File: config.mk
export PLATFORM = sky130hd
export DESIGN_NAME = vld_controller
export DESIGN_NICKNAME = d
export VERILOG_FILES = /design/src/rtl/vld_controller.sv
export SDC_FILE = /design/constraint.sdc
export NUM_CORES = 1
export LEC_CHECK = 0
export ABC_CLOCK_PERIOD_IN_PS = 4500
export CORE_MARGIN = 2
export CORE_UTILIZATION = 41
export CTS_CLUSTER_SIZE = 25
export DETAILED_ROUTE_END_ITERATION = 10
export PLACE_DENSITY = 0.92
export SLEW_MARGIN = 20
export SYNTH_ARGS = -nofsm -noshare
export SYNTH_HDL_FRONTEND = slang
export SYNTH_SLANG_ARGS = --single-unit
export TNS_END_PERCENT = 5
File: constraint.sdc
create_clock -name clk -period 4.5 [get_ports clk]
set_clock_uncertainty 0.15 [all_clocks]
set_input_delay 0.9 -clock clk [delete_from_list [all_inputs] [get_ports clk]]
set_output_delay 0.9 -clock clk [all_outputs]
set_load 0.05 [all_outputs]
File: src/rtl/vld_controller.sv
// ----------------------------------------------------------------------------
// vld_controller
//
// Purpose:
//   Sits between an upstream word source, a variable-length bit-buffer
//   decoder and a downstream symbol consumer. Upstream words are passed
//   straight into the decoder. The controller peeks at the decoder's MSB-first
//   window (dec_q), works out the length of the next code from its two-bit
//   prefix, and pulls the code out once the decoder holds enough bits. The
//   code is then offered downstream and the decoder is told how many bits to
//   drop.
//
// Code length from the prefix dec_q[WIDTH_OUT-1:WIDTH_OUT-2]:
//   00 -> 2, 01 -> 4, 10 -> 6, 11 -> 8 bits
//
// Ports:
//   clk        in   single clock, all state changes on the rising edge
//   rst        in   asynchronous active-low reset (also resets the decoder)
//   in_valid   in   upstream word available
//   in_ready   out  decoder can take a word this cycle
//   in_data    in   upstream word (WIDTH_IN)
//   dec_push   out  push strobe to the decoder
//   dec_d      out  word pushed to the decoder (in_data passthrough)
//   dec_full   in   decoder buffer full
//   dec_size   in   number of valid bits held by the decoder
//   dec_pop    out  number of bits the decoder should consume
//   dec_q      in   next stream bits from the decoder, MSB first
//   sym_valid  out  decoded symbol available
//   sym_ready  in   downstream accepts the symbol
//   sym        out  decoded code bits, right-justified, zero-extended
//   sym_len    out  length of sym in bits
//   sym_count  out  (VLD_CTRL_STATS_EN only) accepted-symbol counter, 16 bits
//
// Build option:
//   VLD_CTRL_STATS_EN  adds the sym_count output and its counter.
// ----------------------------------------------------------------------------
module vld_controller #(
   parameter int  WIDTH_IN     = 8,
   parameter int  WIDTH_OUT    = 8,
   parameter int  BUFFER_WIDTH = 16,
   localparam int SIZE_W       = $clog2(BUFFER_WIDTH - 1) + 1,
   localparam int LEN_W        = $clog2(WIDTH_OUT - 1) + 1
) (
   input  logic                 clk,
   input  logic                 rst,
   input  logic                 in_valid,
   output logic                 in_ready,
   input  logic [WIDTH_IN-1:0]  in_data,
   output logic                 dec_push,
   output logic [WIDTH_IN-1:0]  dec_d,
   input  logic                 dec_full,
   input  logic [SIZE_W-1:0]    dec_size,
   output logic [LEN_W-1:0]     dec_pop,
   input  logic [WIDTH_OUT-1:0] dec_q,
   output logic                 sym_valid,
   input  logic                 sym_ready,
   output logic [WIDTH_OUT-1:0] sym,
   output logic [LEN_W-1:0]     sym_len
`ifdef VLD_CTRL_STATS_EN
   ,
   output logic [15:0]          sym_count
`endif
);

   typedef enum logic [1:0] {
      FILL,
      EMIT,
      HOLD,
      SETTLE
   } state_t;

   state_t               state;
   state_t               state_next;
   logic                 load_sym;
   logic [WIDTH_OUT-1:0] sym_reg;
   logic [LEN_W-1:0]     sym_len_reg;
   logic [1:0]           prefix;
   logic [LEN_W-1:0]     code_len;
   logic [LEN_W-1:0]     shift_amt;
   logic [WIDTH_OUT-1:0] code_bits;
   logic                 code_avail;

   // The upstream side never waits on the FSM: words flow into the decoder
   // whenever it has room, even while a symbol is being popped.
   assign in_ready = !dec_full;
   assign dec_push = in_valid && !dec_full;
   assign dec_d    = in_data;

   // Length of the code at the head of the window is 2 * (prefix + 1).
   // The code itself is the top code_len bits of the window, shifted down so
   // it comes out right-justified. A code is only taken once the decoder
   // actually holds all of its bits (and at least the two prefix bits, so the
   // prefix itself is trustworthy).
   assign prefix     = dec_q[WIDTH_OUT-1 -: 2];
   assign code_len   = LEN_W'({prefix, 1'b0}) + LEN_W'(2);
   assign shift_amt  = LEN_W'(WIDTH_OUT) - code_len;
   assign code_bits  = dec_q >> shift_amt;
   assign code_avail = (int'(dec_size) >= 2) && (int'(dec_size) >= int'(code_len));

   // State register.
   always_ff @(posedge clk or negedge rst) begin
      if (!rst) begin
         state <= FILL;
      end else begin
         state <= state_next;
      end
   end

   // Symbol holding registers. They are only written in FILL, so they stay
   // frozen for the whole time the symbol is offered downstream.
   always_ff @(posedge clk or negedge rst) begin
      if (!rst) begin
         sym_reg     <= '0;
         sym_len_reg <= '0;
      end else if (load_sym) begin
         sym_reg     <= code_bits;
         sym_len_reg <= code_len;
      end
   end

   // Next-state and output decode. The pop is issued in EMIT only, so each
   // symbol is removed from the decoder exactly once no matter how long the
   // consumer stalls. After an accepted EMIT the SETTLE cycle gives the
   // decoder time to present its updated window and size before FILL looks
   // at them again; a HOLD that ends already spans that update.
   always_comb begin
      state_next = state;
      load_sym   = 1'b0;
      sym_valid  = 1'b0;
      dec_pop    = '0;
      case (state)
         FILL: begin
            if (code_avail) begin
               load_sym   = 1'b1;
               state_next = EMIT;
            end
         end
         EMIT: begin
            sym_valid  = 1'b1;
            dec_pop    = sym_len_reg;
            state_next = sym_ready ? SETTLE : HOLD;
         end
         HOLD: begin
            sym_valid = 1'b1;
            if (sym_ready) begin
               state_next = FILL;
            end
         end
         SETTLE: begin
            state_next = FILL;
         end
         default: begin
            state_next = FILL;
         end
      endcase
   end

   assign sym     = sym_reg;
   assign sym_len = sym_len_reg;

`ifdef VLD_CTRL_STATS_EN
   // Count every symbol handed downstream; wraps naturally at 16 bits.
   always_ff @(posedge clk or negedge rst) begin
      if (!rst) begin
         sym_count <= '0;
      end else if (sym_valid && sym_ready) begin
         sym_count <= sym_count + 16'd1;
      end
   end
`endif

endmodule

Word level (Yosys, flattened, before mapping)
Index checks and enable logic that the tools add are counted.

cells by class
  muxes and demuxes = 8
  reduce and logical (&&, ||, !) cells = 6
  $add $sub $neg = 2
  $lt $le $gt $ge = 2
  shift-type cells = 1
  eq/ne operators = 5

operator list
  cell                 count
  $pmux 2 s4           1
  $shr 8x4->8          1
  $ge 5x2->1 const B   1
  $ge 5x4->1           1
  $add 3x2->4 const B  1
  $eq 2x2->1 const B   2
  $mux 1               4
  $mux 2               2
  $mux 4               1
  $ne 2x2->1 const B   2
  $sub 4x4->4 const A  1
  $eq 2x1->1 const B   1
  $logic_and 1x1->1    2
  $logic_not 2->1      1
  $reduce_and 2->1     1
  $reduce_or 2->1      1
  $logic_not 1->1      1

word-level totals
  input bits = 26
  register bits after elaboration = 14
  output and inout port bits = 27
  logic and storage cells = 27

Longest topological paths before layout
Gate-level depths: netlist (run 1).

  depth in word-level cells = 5
  gate-level depth with buffers = 8
  gate-level depth less buffers = 7

Least setup slack after synthesis (run 1)
Ideal clock, no wire load.

  path kind = in2reg
  start = input dec_q[6]
  end = register sym_reg[0] (netlist: sym[0])
  path buffers = 1
  data required time = 4.225 ns
  arrival time = 2.829 ns
  library setup time = 0.125 ns
  stages on the path = 8
  path slack = 1.396 ns
  cells stage by stage = ha_1 -> clkbuf_1 -> inv_1 -> ha_1 -> nor2b_4 -> o21ai_2 -> a311oi_4 -> mux2_2

between the ends
  cells in the longest elaborated chain, start to end = 5
  elaborated cells between the ends (all ways) = 7
  those cells by class = 2 x add/sub; 1 x order compare; 1 x shift; 2 x mux; 1 x reduce/logical

ends and longest elaborated chain
  item                                                 RTL line  text
  start: declaration                                   54        input logic [WIDTH_OUT-1:0] dec_q,
  branches (longest 5 deep; another with $add 3x2->4)  -
  end signal: assignment                               116       sym_reg <= code_bits;
  end: declaration                                     75        logic [WIDTH_OUT-1:0] sym_reg;

Parallel ways; which one is timed is not known.
A chain may end at the register's enable or synchronous reset.

Worst setup path after layout (run 1)
  start = input dec_q[6]
  end = register sym_reg[5] (netlist: sym[5])

between the ends
  cells in the longest elaborated chain, start to end = 5
  elaborated cells between the ends (all ways) = 7
  those cells by class = 2 x add/sub; 1 x order compare; 1 x shift; 2 x mux; 1 x reduce/logical

ends and longest elaborated chain
  item                                                 RTL line  text
  $add 3x2->4 *                                        95        assign code_len = LEN_W'({prefix, 1'b0}) + LEN_W'(2);
  via code_len[2]                                      78        logic [LEN_W-1:0] code_len;
  branches (longest 4 deep; another with $sub 4x4->4)  -

Mark *: on every way through the listed nets, which the timed path passes.

==> results of run 1 <==
## cell type report
type | count | area share (%)
clock buffers | 3 | 1.82
multi-input cells | 57 | 41.9
well taps | 28 | 2.83
repair buffers | 34 | 27.5
clock inverters | 1 | 0.404
inverters | 11 | 3.33
flip-flops and latches | 11 | 22.2
## layer usage
metal / track usage [%] / vias to the layer above / wire length [µm]
met4: 5.70 / 0 / 27
met3: 4.31 / 4 / 69
met5: 0 / - / 0
met2: 28.4 / 17 / 1030
met1: 17.2 / 345 / 844
li1: - / 349 / -
## worst max path at each step
stage | end | from | cells after the start
5_1_grt | sym[0] | dec_q[6] | 8
6_report | sym[5] | dec_q[6] | 8
3_5_place_dp | sym[5] | dec_q[6] | 8
2_1_floorplan | sym[0] | dec_q[6] | 8
4_1_cts | sym[5] | dec_q[6] | 8
3_3_place_gp | sym_len[1] | dec_q[6] | 8
## worst register-to-register path, stage by stage, from the launching register on
cell and delay, ps:
dfrtp_1 400, inv_1 130, ha_1 210, inv_1 80
a311oi_4 480, mux2_2 410
## logic make-up (layout without fill, tap and decap cells)
family	Yosys count	in the layout	share of synthesized area, %
AO/OA/AOI/OAI	11	11	10.6
AND/OR/NAND/NOR	18	18	11.3
buffers and inverters	25	49	15.1
adder cells (fa/ha/maj)	10	10	13.4
other	1	2	0.403
multiplexers	14	14	17.7
XOR/XNOR	2	2	1.88
flip-flops	11	11	29.6
## cell usage in the layout (no fill, tap or decap)
master | netlist | final
a22oi_1 | 1 | 1
nor4_1 | 1 | 1
nor2b_1 | 2 | 2
nor2b_4 | 1 | 1
or2_2 | 1 | 1
ha_1 | 10 | 10
clkinv_2 | 0 | 1
a41o_2 | 1 | 1
conb_1 | 1 | 2
nor2_1 | 3 | 3
inv_1 | 11 | 11
clkbuf_4 | 0 | 3
xor2_1 | 1 | 1
nand4b_1 | 1 | 1
o311a_1 | 1 | 1
dfrtp_1 | 11 | 11
xnor2_1 | 1 | 1
a22o_1 | 1 | 1
nand2_1 | 3 | 3
and3_1 | 1 | 1
o21ai_0 | 1 | 1
mux4_2 | 1 | 1
mux2_2 | 10 | 10
a21oi_1 | 3 | 3
a31oi_1 | 1 | 1
nand3_1 | 2 | 2
and2_1 | 3 | 3
mux2i_1 | 3 | 3
o21ai_2 | 1 | 1
clkdlybuf4s50_1 | 0 | 34
a311oi_4 | 1 | 1
## power groups by stage
stage	sequential (mW)	clock [mW]	combinational (mW)
floorplan	0.299	0	0.300
global placement	0.177	0	0.557
detailed placement	0.179	0	0.566
CTS	0.178	0.0696	0.567
global route	0.183	0.0728	0.591
finish	0.177	0.0673	0.562
## through the flow
| stage | hold slack [ps] | utilization (%) | setup WS, ps |
|---|---|---|---|
| 2_1_floorplan | 356 | - | 1400 |
| 3_3_place_gp | 358 | 55.8 | 667 |
| 3_5_place_dp | 362 | 55.8 | 564 |
| 4_1_cts | 384 | 57.1 | 852 |
| 5_1_grt | 394 | 57.1 | 668 |
| 6_report | 375 | 57.1 | 845 |
==> impl_metrics.toml, run 1 <==
[yosys]
yosys-top-cells-area = "dfrtp_1, ha_1, mux2_2"
synth_seq_cells = 11
ys_warn_count = 0
synth_top_area_cell = "dfrtp_1"
synth_top_cell_area_share_pct = 29.6
avgSynthCellArea_um2 = 10.1
yosys_most_used_dff = "dfrtp_1"
syn-cell-area_um2 = 931
ys_seq_area_share_pct = 29.6
synthCells = 92
ys_types = 31
synthArstFlopShare_pct = 100
yosysMostFrequentCell = "buf_4"
yosys-top-cells-count = "buf_4, dfrtp_1, inv_1, ha_1, mux2_2"
synth_edf_count = 0

[global_routing]
grt-ovfl-total = 0
grt_max_degree = 12
gr-usage-all-layers_pct = 15.6
antenna_found_initial = 0
grt_pass1_wl_um = 3060
grt_pass1_vias = 722

[timing]
hold_viol_final = 0
drv_slew = 0
tns_ps = 0
max_slew.worst_pin.slew_ps = 632
max_freq_mhz = 274
finalCritPeriodShare_pct = 81.2
slew_headroom_pct = 57.4
setup_viol = 0
rsz0062_at_grt = "false"
min_period_ps = 3660

[clocking]
cts_root_buf = "clkbuf_4"
cts_tree = "yes"
clock_latency_ps = 260
cts_hold_buf = 0
clk_pin_slew_worst_paths_ps = 80
htreeDepth = 1
post_cts_buffers = 0
cts_resized = 0
cts_buffer_depth = 2
cts_buffers = 3
clock-sinks = 11

[route]
wire_per_inst_um = 13.6
drt_iter0_drc = 6
drt_wl_total_um = 1970
via_per_inst = 4.93
first_pass_iters = 4
num_vias = 715
final_antenna_net_count = 0
drc = 0

[pwr]
clkPwrFrac_pct = 8.3
vdd_drop_max_mv = 0.359
p_seq_share_pct = 21.9
powerDensity_nw_per_um2 = 651
leakage_nw = 0.564
power_frac_comb_pct = 69.7
p_switching_mw = 0.416
swShare_pct = 51.6
internal_power_mw = 0.390
total_power_mw = 0.807

[worst_setup_path]
cp_max_fo = 11
crit_path_end_kind = "register"
reg2reg_from = "state[0]"
path_delay_family = "adder cells"
critPathRequiredTime_ps = 4500
cp.arrival_ps = 3660
critPathBufInv = 2
critPathSlowestCell = "clkdlybuf4s50_1"
crit_chain = "clkdlybuf4s50_1, ha_1, inv_1, ha_1, nor2b_4, o21ai_2, a311oi_4, mux2_2"
crit_path_start_kind = "input port"
timing.rr.end = "sym[5]"
critical_path_class = "in -> reg"
crit_path_max_incr_delay_ps = 620
critPathMostFrequentCell = "ha_1"
rr_worst_depth = 5
reg2reg_setup_slack_ps = 2540

[floorplan]
die_h_um = 51.7
core_um2 = 2170
io_pins = 53
start_util_pct = 42.9
rows = 17
die_x_um = 51.7
die-area_um2 = 2670

[status]
outcome = "complete, no violations"

[layout]
layout-drive-gt1-share_pct = 17.1
syn2layout_area_growth_pct = 33.1
ff_latch_area_um2 = 275
n_antenna_cell = 0
fillers = 197
instances_no_fill = 145
largest_reg_flops = 6
layout.nets = 154
multi_input_area_um2 = 519
final_area_um2 = 1240

[place]
place_area_um2 = 1210
portBuffers = 34
dp.cells = 141
place_congestion = 0.772
hpwl_um = 1640

[worst_hold_path]
hold_path.class = "reg -> reg"
worstHoldPathCells = 1
holdPathEnd = "sym[4]"
min-delay-start = "sym[4]"

[job]
cap_violations = 0
No activity file was read; power rests on OpenSTA's default activity.
==> run 2: changes to the inputs <==
--- a/config.mk
+++ b/config.mk
@@ -5,12 +5,12 @@
 export SDC_FILE = /design/constraint.sdc
 export NUM_CORES = 1
 export LEC_CHECK = 0
-export ABC_CLOCK_PERIOD_IN_PS = 4500
+export ABC_CLOCK_PERIOD_IN_PS = 3030
 export CORE_MARGIN = 2
-export CORE_UTILIZATION = 41
+export CORE_UTILIZATION = 34
 export CTS_CLUSTER_SIZE = 25
 export DETAILED_ROUTE_END_ITERATION = 10
-export PLACE_DENSITY = 0.92
+export PLACE_DENSITY = 0.83
 export SLEW_MARGIN = 20
 export SYNTH_ARGS = -nofsm -noshare
 export SYNTH_HDL_FRONTEND = slang
==> constraint.sdc (replaced) <==
create_clock -name clk -period 3.03 [get_ports clk]
set_clock_uncertainty 0.15 [all_clocks]
set_input_delay 0.606 -clock clk [delete_from_list [all_inputs] [get_ports clk]]
set_output_delay 0.606 -clock clk [all_outputs]
set_load 0.05 [all_outputs]
==> impl_metrics.toml, run 2 (synthesized netlist as in run 1, its figures left out) <==
[timing]
finalCritPeriodShare_pct = 92.6
drv_slew = 0
max_freq_mhz = 356
min_period_ps = 2810
max_slew.worst_pin.slew_ps = 515
rsz0062_at_grt = "false"
slew_headroom_pct = 65.6
setup_viol = 0
hold_viol_final = 0

[layout]
largest_reg_flops = 6
final_area_um2 = 1300
layout-drive-gt1-share_pct = 22.6
multi_input_area_um2 = 519
final_common_cell = "clkdlybuf4s50_1"
n_antenna_cell = 0
instances_no_fill = 154
layout.nets = 161
ff_latch_area_um2 = 275
fillers = 227
syn2layout_area_growth_pct = 40.1
mostFrequentLayoutCells = "clkdlybuf4s50_1, inv_1, dfrtp_1, mux2_2, ha_1"

[global_routing]
antenna_found_initial = 0
grt-ovfl-total = 0
grt_max_degree = 12
gr-usage-all-layers_pct = 14.0
grt_pass1_vias = 779
grt_pass1_wl_um = 3510

[route]
drc = 0
wire_per_inst_um = 13.3
via_per_inst = 4.84
num_vias = 745
first_pass_iters = 4
drt_iter0_drc = 15
drt_wl_total_um = 2060
final_antenna_net_count = 0

[place]
portBuffers = 34
place_congestion = 0.747
place_area_um2 = 1280
dp.cells = 150
hpwl_um = 1730

[status]
outcome = "complete, no violations"

[floorplan]
die_x_um = 56.3
start_util_pct = 36.6
die_h_um = 56.3
die-area_um2 = 3170
rows = 18
io_pins = 53
core_um2 = 2540

[job]
cap_violations = 0

[pwr]
internal_power_mw = 0.609
p_seq_share_pct = 21.2
swShare_pct = 50.6
clkPwrFrac_pct = 8.0
p_switching_mw = 0.624
powerDensity_nw_per_um2 = 945
power_frac_comb_pct = 70.9
vdd_drop_max_mv = 0.516
leakage_nw = 0.605

[worst_hold_path]
worstHoldPathCells = 1
holdPathEnd = "sym[0]"
hold_path.class = "reg -> reg"
min-delay-start = "sym[0]"

[clocking]
clock_latency_ps = 260
cts_hold_buf = 0
post_cts_buffers = 0
cts_tree = "yes"
clock-sinks = 11
cts_root_buf = "clkbuf_4"
cts_resized = 0
htreeDepth = 1
clk_pin_slew_worst_paths_ps = 70
cts_buffers = 3
cts_buffer_depth = 2

[worst_setup_path]
timing.rr.end = "sym[3]"
critical_path_class = "in -> reg"
reg2reg_from = "state[0]"
crit_path_start_kind = "input port"
crit_path_end_kind = "register"
reg2reg_setup_slack_ps = 1210
rr_worst_depth = 6
critPathRequiredTime_ps = 3030
cp.arrival_ps = 2810
cp_max_fo = 9
[run 2: cell types whose count changed in the layout (fill, tap and decap cells not counted)]
| cell | delta |
|---|---|
| buf_4 | +7 |
| buf_12 | +1 |
| clkdlybuf4s50_1 | -1 |
[run 2: layout make-up]
class,count,share of cell area (%)
clock buffers,3,1.73
flip-flops and latches,11,21.1
clock inverters,1,0.384
repair buffers,41,30.9
well taps,30,2.88
multi-input cells,57,39.8
inverters,11,3.17
[run 2: metrics by stage]
stage	TNS, ps	hold slack, ps	setup slack (ps)	power (mW)	util [%]
finish	0	366	225	1.23	51.2
global route	0	404	134	1.30	51.2
CTS	0	379	218	1.25	51.2
detailed placement	-462	358	-65.4	1.15	50.1
global placement	0	356	4.33	1.13	50.1
floorplan	0	160	220	0.890	-
[run 2: how the worst max path moves through the flow]
stage,slack (ps),from,cells after the start,to
after global routing,130,dec_q[7],9,sym[2]
after CTS,220,dec_q[7],9,sym[3]
after detailed placement,-70,dec_q[7],9,sym[4]
after global placement,4,dec_q[7],9,sym_len[1]
final,220,dec_q[7],9,sym[3]
after floorplan,220,dec_q[6],8,sym[0]
[run 2: worst max-delay path, cell delays in order]
cell and delay, ps:
clkdlybuf4s50_1 480, ha_1 330, inv_1 60, ha_1 290
nor2b_4 140, o21ai_2 70, a311oi_4 330, buf_12 170
mux2_2 330
[run 2: power groups by stage]
stage	Sequential [mW]	Clock (mW)	Combinational, mW
3_3_place_gp	0.264	0	0.862
5_1_grt	0.275	0.107	0.920
2_1_floorplan	0.445	0	0.445
6_report	0.261	0.0982	0.873
3_5_place_dp	0.267	0	0.880
4_1_cts	0.264	0.102	0.883
[run 2: routing by layer]
metal / up-vias / share of wire, % / GRT usage [%]
li1: 365 / - / -
met1: 350 / 40 / 15.7
met2: 20 / 52 / 23.7
met3: 10 / 5.3 / 3.00
met4: 0 / 2.3 / 9.18
met5: - / 0 / 0
==> patch 1 (flow settings as in run 1) <==
Encoding of `state_t`: now one-hot (4 bits for 4 states).
--- a/src/rtl/vld_controller.sv
+++ b/src/rtl/vld_controller.sv
@@ -63,9 +63,9 @@
 );
 
-   typedef enum logic [1:0] {
-      FILL,
-      EMIT,
-      HOLD,
-      SETTLE
+   typedef enum logic [3:0] {
+      FILL   = 4'b0001,
+      EMIT   = 4'b0010,
+      HOLD   = 4'b0100,
+      SETTLE = 4'b1000
    } state_t;
 
Function: same outputs for any inputs over 10 cycles, from zero or initial values and one cycle with rst low; not proved beyond that.
==> patch 1 against run 1 <==
Total power decreased by 8.1%; synthesized area shrank 2.2%; wire length is 8.3% lower; register-to-register slack gained 0.13 ns; die area shrank 2.0%; first-iteration DRC count increased by 120%; sequential cell count rose by 2; design area decreased by 3.1%; worst setup slack better by 0.35 ns; critical path type is now input port to output port.
==> patch 1: results (changes against run 1) <==
Status:
- The flow ran to the end, and the final reports show no timing, DRC or antenna violations.

Placement:
- The final weighted congestion in routability-driven placement was 0.7234 (-6.2%).
- The instance area after placement was 1174 µm² (-3.1%).
- The worst setup slack after placement was 0.9596 ns (+0.3952 ns).

Logic synthesis:
- By count the netlist is led by sky130_fd_sc_hd__buf_4, sky130_fd_sc_hd__dfrtp_1, sky130_fd_sc_hd__mux2_2.
- The number of instances in the synthesized netlist is 87 (-5.4%).
- The parity-gate share of the synthesized area counting xor and xnor cells is 0.009615 (-0.009202).
- The count of different cell masters after synthesis is 30 (-3.2%).
- The adder and majority gate portion of the synthesized area was 0.06868 (-0.06573).

Global route:
- The global-route wire length before repair is 2.898 mm (-5.4%).
- The via count of the first global-routing pass came to 663 (-8.2%).
- The pin count of the biggest net entering global routing was 14 (+2).

Drt:
- The first-iteration detailed-routing DRC count is 13 (+7).
- The wire length on met1 is 744 µm (-12%).
- The uppermost metal layer occupied by signal nets is met3.
- The via count is 697 (-2.5%).

STA:
- The minimum hold slack is 0.3626 ns (-0.01232 ns).
- The transition time of the tightest slew-check pin was 0.5819 ns (-0.05055 ns).

Power and ir drop:
- The power density of the placed cells is 617.9 nW/µm² (-5.1%).
- The power drawn by the clock network is 0.0711 mW (+5.6%).
- The design internal power is 0.3893 mW (-0.29%).
- The worst IR drop on VDD came to 0.0004649 V (+29%).
- The static power due to leakage is 0.5309 nW (-6.0%).

Worst setup path:
- The arrival time at the worst endpoint is 2.26 ns (-1.40 ns).
- The longest individual stage delay on the worst path is 0.80 ns (+0.18 ns).

Finish:
- The final cell count without fillers is 140 (-3.4%).
- The number of flip-flops under the largest register name is 7 (+1).
- The filler cell count is 182 (-7.6%).

Worst hold path:
- The worst hold path terminates at sym[5].
- The startpoint identified for the worst hold timing path is sym[5].
patch 1: cell count changes after synthesis, moves of 2 or more:
cell                       change
sky130_fd_sc_hd__ha_1          -5
sky130_fd_sc_hd__inv_1         -5
sky130_fd_sc_hd__buf_6         +3
sky130_fd_sc_hd__a21oi_1       +2
sky130_fd_sc_hd__nand2b_1      +2
sky130_fd_sc_hd__nor2b_1       +2
sky130_fd_sc_hd__nor3_1        +2
patch 1: critical path: cells and delay by family:
family        cells  cell delay [ns]
simple gates      1             0.11
buf+inv           2             1.24
patch 1: metal layers:
layer / vias up / track usage
li1: 334 / -
met1: 323 / 0.1744
met2: 40 / 0.2619
met3: 0 / 0.05556
met5: - / 0
met4: 0 / 0.01802
patch 1: cell type report:
class	count	share of cell area
multi-input combinational	54	0.3681
timing repair buffer	35	0.2899
sequential	13	0.2722
tap	28	0.02920
clock buffer	4	0.02190
inverter	6	0.01877
==> patch 2 (settings of run 1) <==
Made on the original files. `WIDTH_IN`: 8 -> 10.
--- a/src/rtl/vld_controller.sv
+++ b/src/rtl/vld_controller.sv
@@ -36,5 +36,5 @@
 // ----------------------------------------------------------------------------
 module vld_controller #(
-   parameter int  WIDTH_IN     = 8,
+   parameter int  WIDTH_IN     = 10,
    parameter int  WIDTH_OUT    = 8,
    parameter int  BUFFER_WIDTH = 16,
Interface: changed (resized dec_d and in_data); port bits go from 53 to 57. The function was not compared with the original's and may differ.
==> patch 2 against run 1 <==
Sequential cell count unchanged; global-route usage is 1.3 points higher; design area decreased by 0.10%; critical path depth shrank 1; synthesized area increased by 1.6%; total power grew 0.67%; wire length grew 5.7%; worst setup slack lost 0.014 ns; clock power is 1% lower; critical path type unchanged; largest power group unchanged.
==> patch 2: results (changes against run 1) <==
Worst hold path:
- The tightest min-delay check is of the flip-flop to flip-flop type.
- The depth of the worst hold-timing path is 1 (unchanged).

Clocking:
- The worst-case clock buffer depth is 2 (unchanged).
- The cell at the root of the clock tree is sky130_fd_sc_hd__clkbuf_4.
- The clock transition at the register clock pins on the worst setup and hold paths after CTS is 0.07 ns.
- The quantity of gates resized following cts is 0 (unchanged).

Logic synthesis:
- After synthesis, the most frequently instantiated cells are sky130_fd_sc_hd__buf_4, sky130_fd_sc_hd__dfrtp_1, sky130_fd_sc_hd__inv_1.
- Yosys attributes the largest share of cell area to sky130_fd_sc_hd__dfrtp_1, sky130_fd_sc_hd__ha_1, sky130_fd_sc_hd__mux2_2.
- The post-synthesis sequential area ratio is 0.2910 (-0.004694).
- The share of synthesized flip-flops with an asynchronous set or reset is 1.000 (unchanged).

Global route:
- The global-route met2 utilization came to 0.2743 (-0.009926).
- The met1 routing resource usage after global routing is 0.2029 (+0.03048).
- The met3 routing resource usage after global routing was 0.03448 (-0.008621).
- The global routing usage summed across all routing layers was 0.1697 (+0.01332).
- The global-route wire length before repair is 3.332 mm (+8.8%).
- The via count of the first global-routing pass is 705 (-2.4%).
- The pin count of the biggest net entering global routing is 12 (unchanged).

Finish:
- The final antenna diode count came to 0 (unchanged).
- The number of flip-flops under the largest register name is 6 (unchanged).
- The number of nets at the end of the flow is 156 (+1.3%).
- The share of layout cells above drive strength 1 was 0.1624 (-0.008547).
- The filler cell count was 190 (-3.6%).

Drt:
- The average via count per standard cell is 4.979 (+0.98%).
- The number of detailed-routing iterations run before antenna repair came to 4 (unchanged).
- The final wirelength was 2.085 mm (+5.7%).
- The met2 wire length is 1.052 mm (+2.0%).
- The wire length on met1 is 890 µm (+5.5%).
- The met3 layer wire length in the routed design was 90 µm (+30%).

Placement:
- The port buffer count was 34 (unchanged).
- The half-perimeter wire length of the detailed placement result came to 1.687 mm (+2.8%).
- The instance area after placement came to 1211 µm² (unchanged).
- The final weighted congestion in routability-driven placement is 0.8149 (+5.6%).

Status:
- The run finished with clean final reports.

STA:
- The transition time of the tightest slew-check pin came to 0.7235 ns (+0.09098 ns).
- The total setup violations reported at the end of the flow is 0 (unchanged).

Worst setup path:
- The worst reg-to-reg setup slack is 2.49 ns (-0.05 ns).
- The cell with the biggest individual delay on the critical path is sky130_fd_sc_hd__clkdlybuf4s50_1.
- The startpoint identified for the worst register-to-register timing path is state[0].

Power and ir drop:
- The worst IR drop on VDD is 0.0003621 V (+0.76%).
- The static power due to leakage is 0.5618 nW (-0.48%).
==> patch 2: kinds of logic (layout without fill, tap and decap cells) <==
group | count (synthesis) | count (layout) | synth area share
muxes | 14 | 14 | 0.1746
other | 1 | 2 | 0.003964
buffers and inverters | 27 | 49 | 0.1640
adders and majority gates | 10 | 10 | 0.1323
DFF | 11 | 11 | 0.2910
AOI/OAI and AO/OA | 11 | 11 | 0.1045
xor gates and xnor gates | 2 | 2 | 0.01852
and+or+nand+nor | 18 | 18 | 0.1111
==> patch 2: per-stage QoR <==
step	utilization	std cells	power, mW	setup slack, ns	hold slack (ns)
4_1_cts	0.5648	145	0.8187	0.8357	0.3716
5_1_grt	0.5648	145	0.8528	0.6926	0.3952
6_report	0.5648	145	0.8122	0.8306	0.3663
2_1_floorplan	-	95	0.6040	1.396	0.3562
3_5_place_dp	0.5528	141	0.7491	0.5599	0.3552
3_3_place_gp	0.5528	141	0.7347	0.6671	0.3586
==> patch 2: area by class of cell <==
type | count | area share
inverter | 11 | 0.03337
timing repair buffer | 34 | 0.2750
tap | 28 | 0.02831
clock buffer | 4 | 0.02123
multi-input combinational | 57 | 0.4196
sequential | 11 | 0.2224
==> patch 2: critical path, delay by kind of cell <==
family / cells / cell delay, ns
AND/OR/NAND/NOR: 1 / 0.20
buffers and inverters: 2 / 0.72
adder cells (fa/ha/maj): 2 / 0.86
AO/OA/AOI/OAI: 1 / 0.58
multiplexers: 1 / 0.41
==> patch 2: power breakdown <==
part	total, mW	leakage, nW	switching [mW]	internal (mW)
Clock	0.0664	0.0150	0.0322	0.0342
Sequential	0.178	0.138	0.0329	0.145
Combinational	0.568	0.409	0.355	0.214
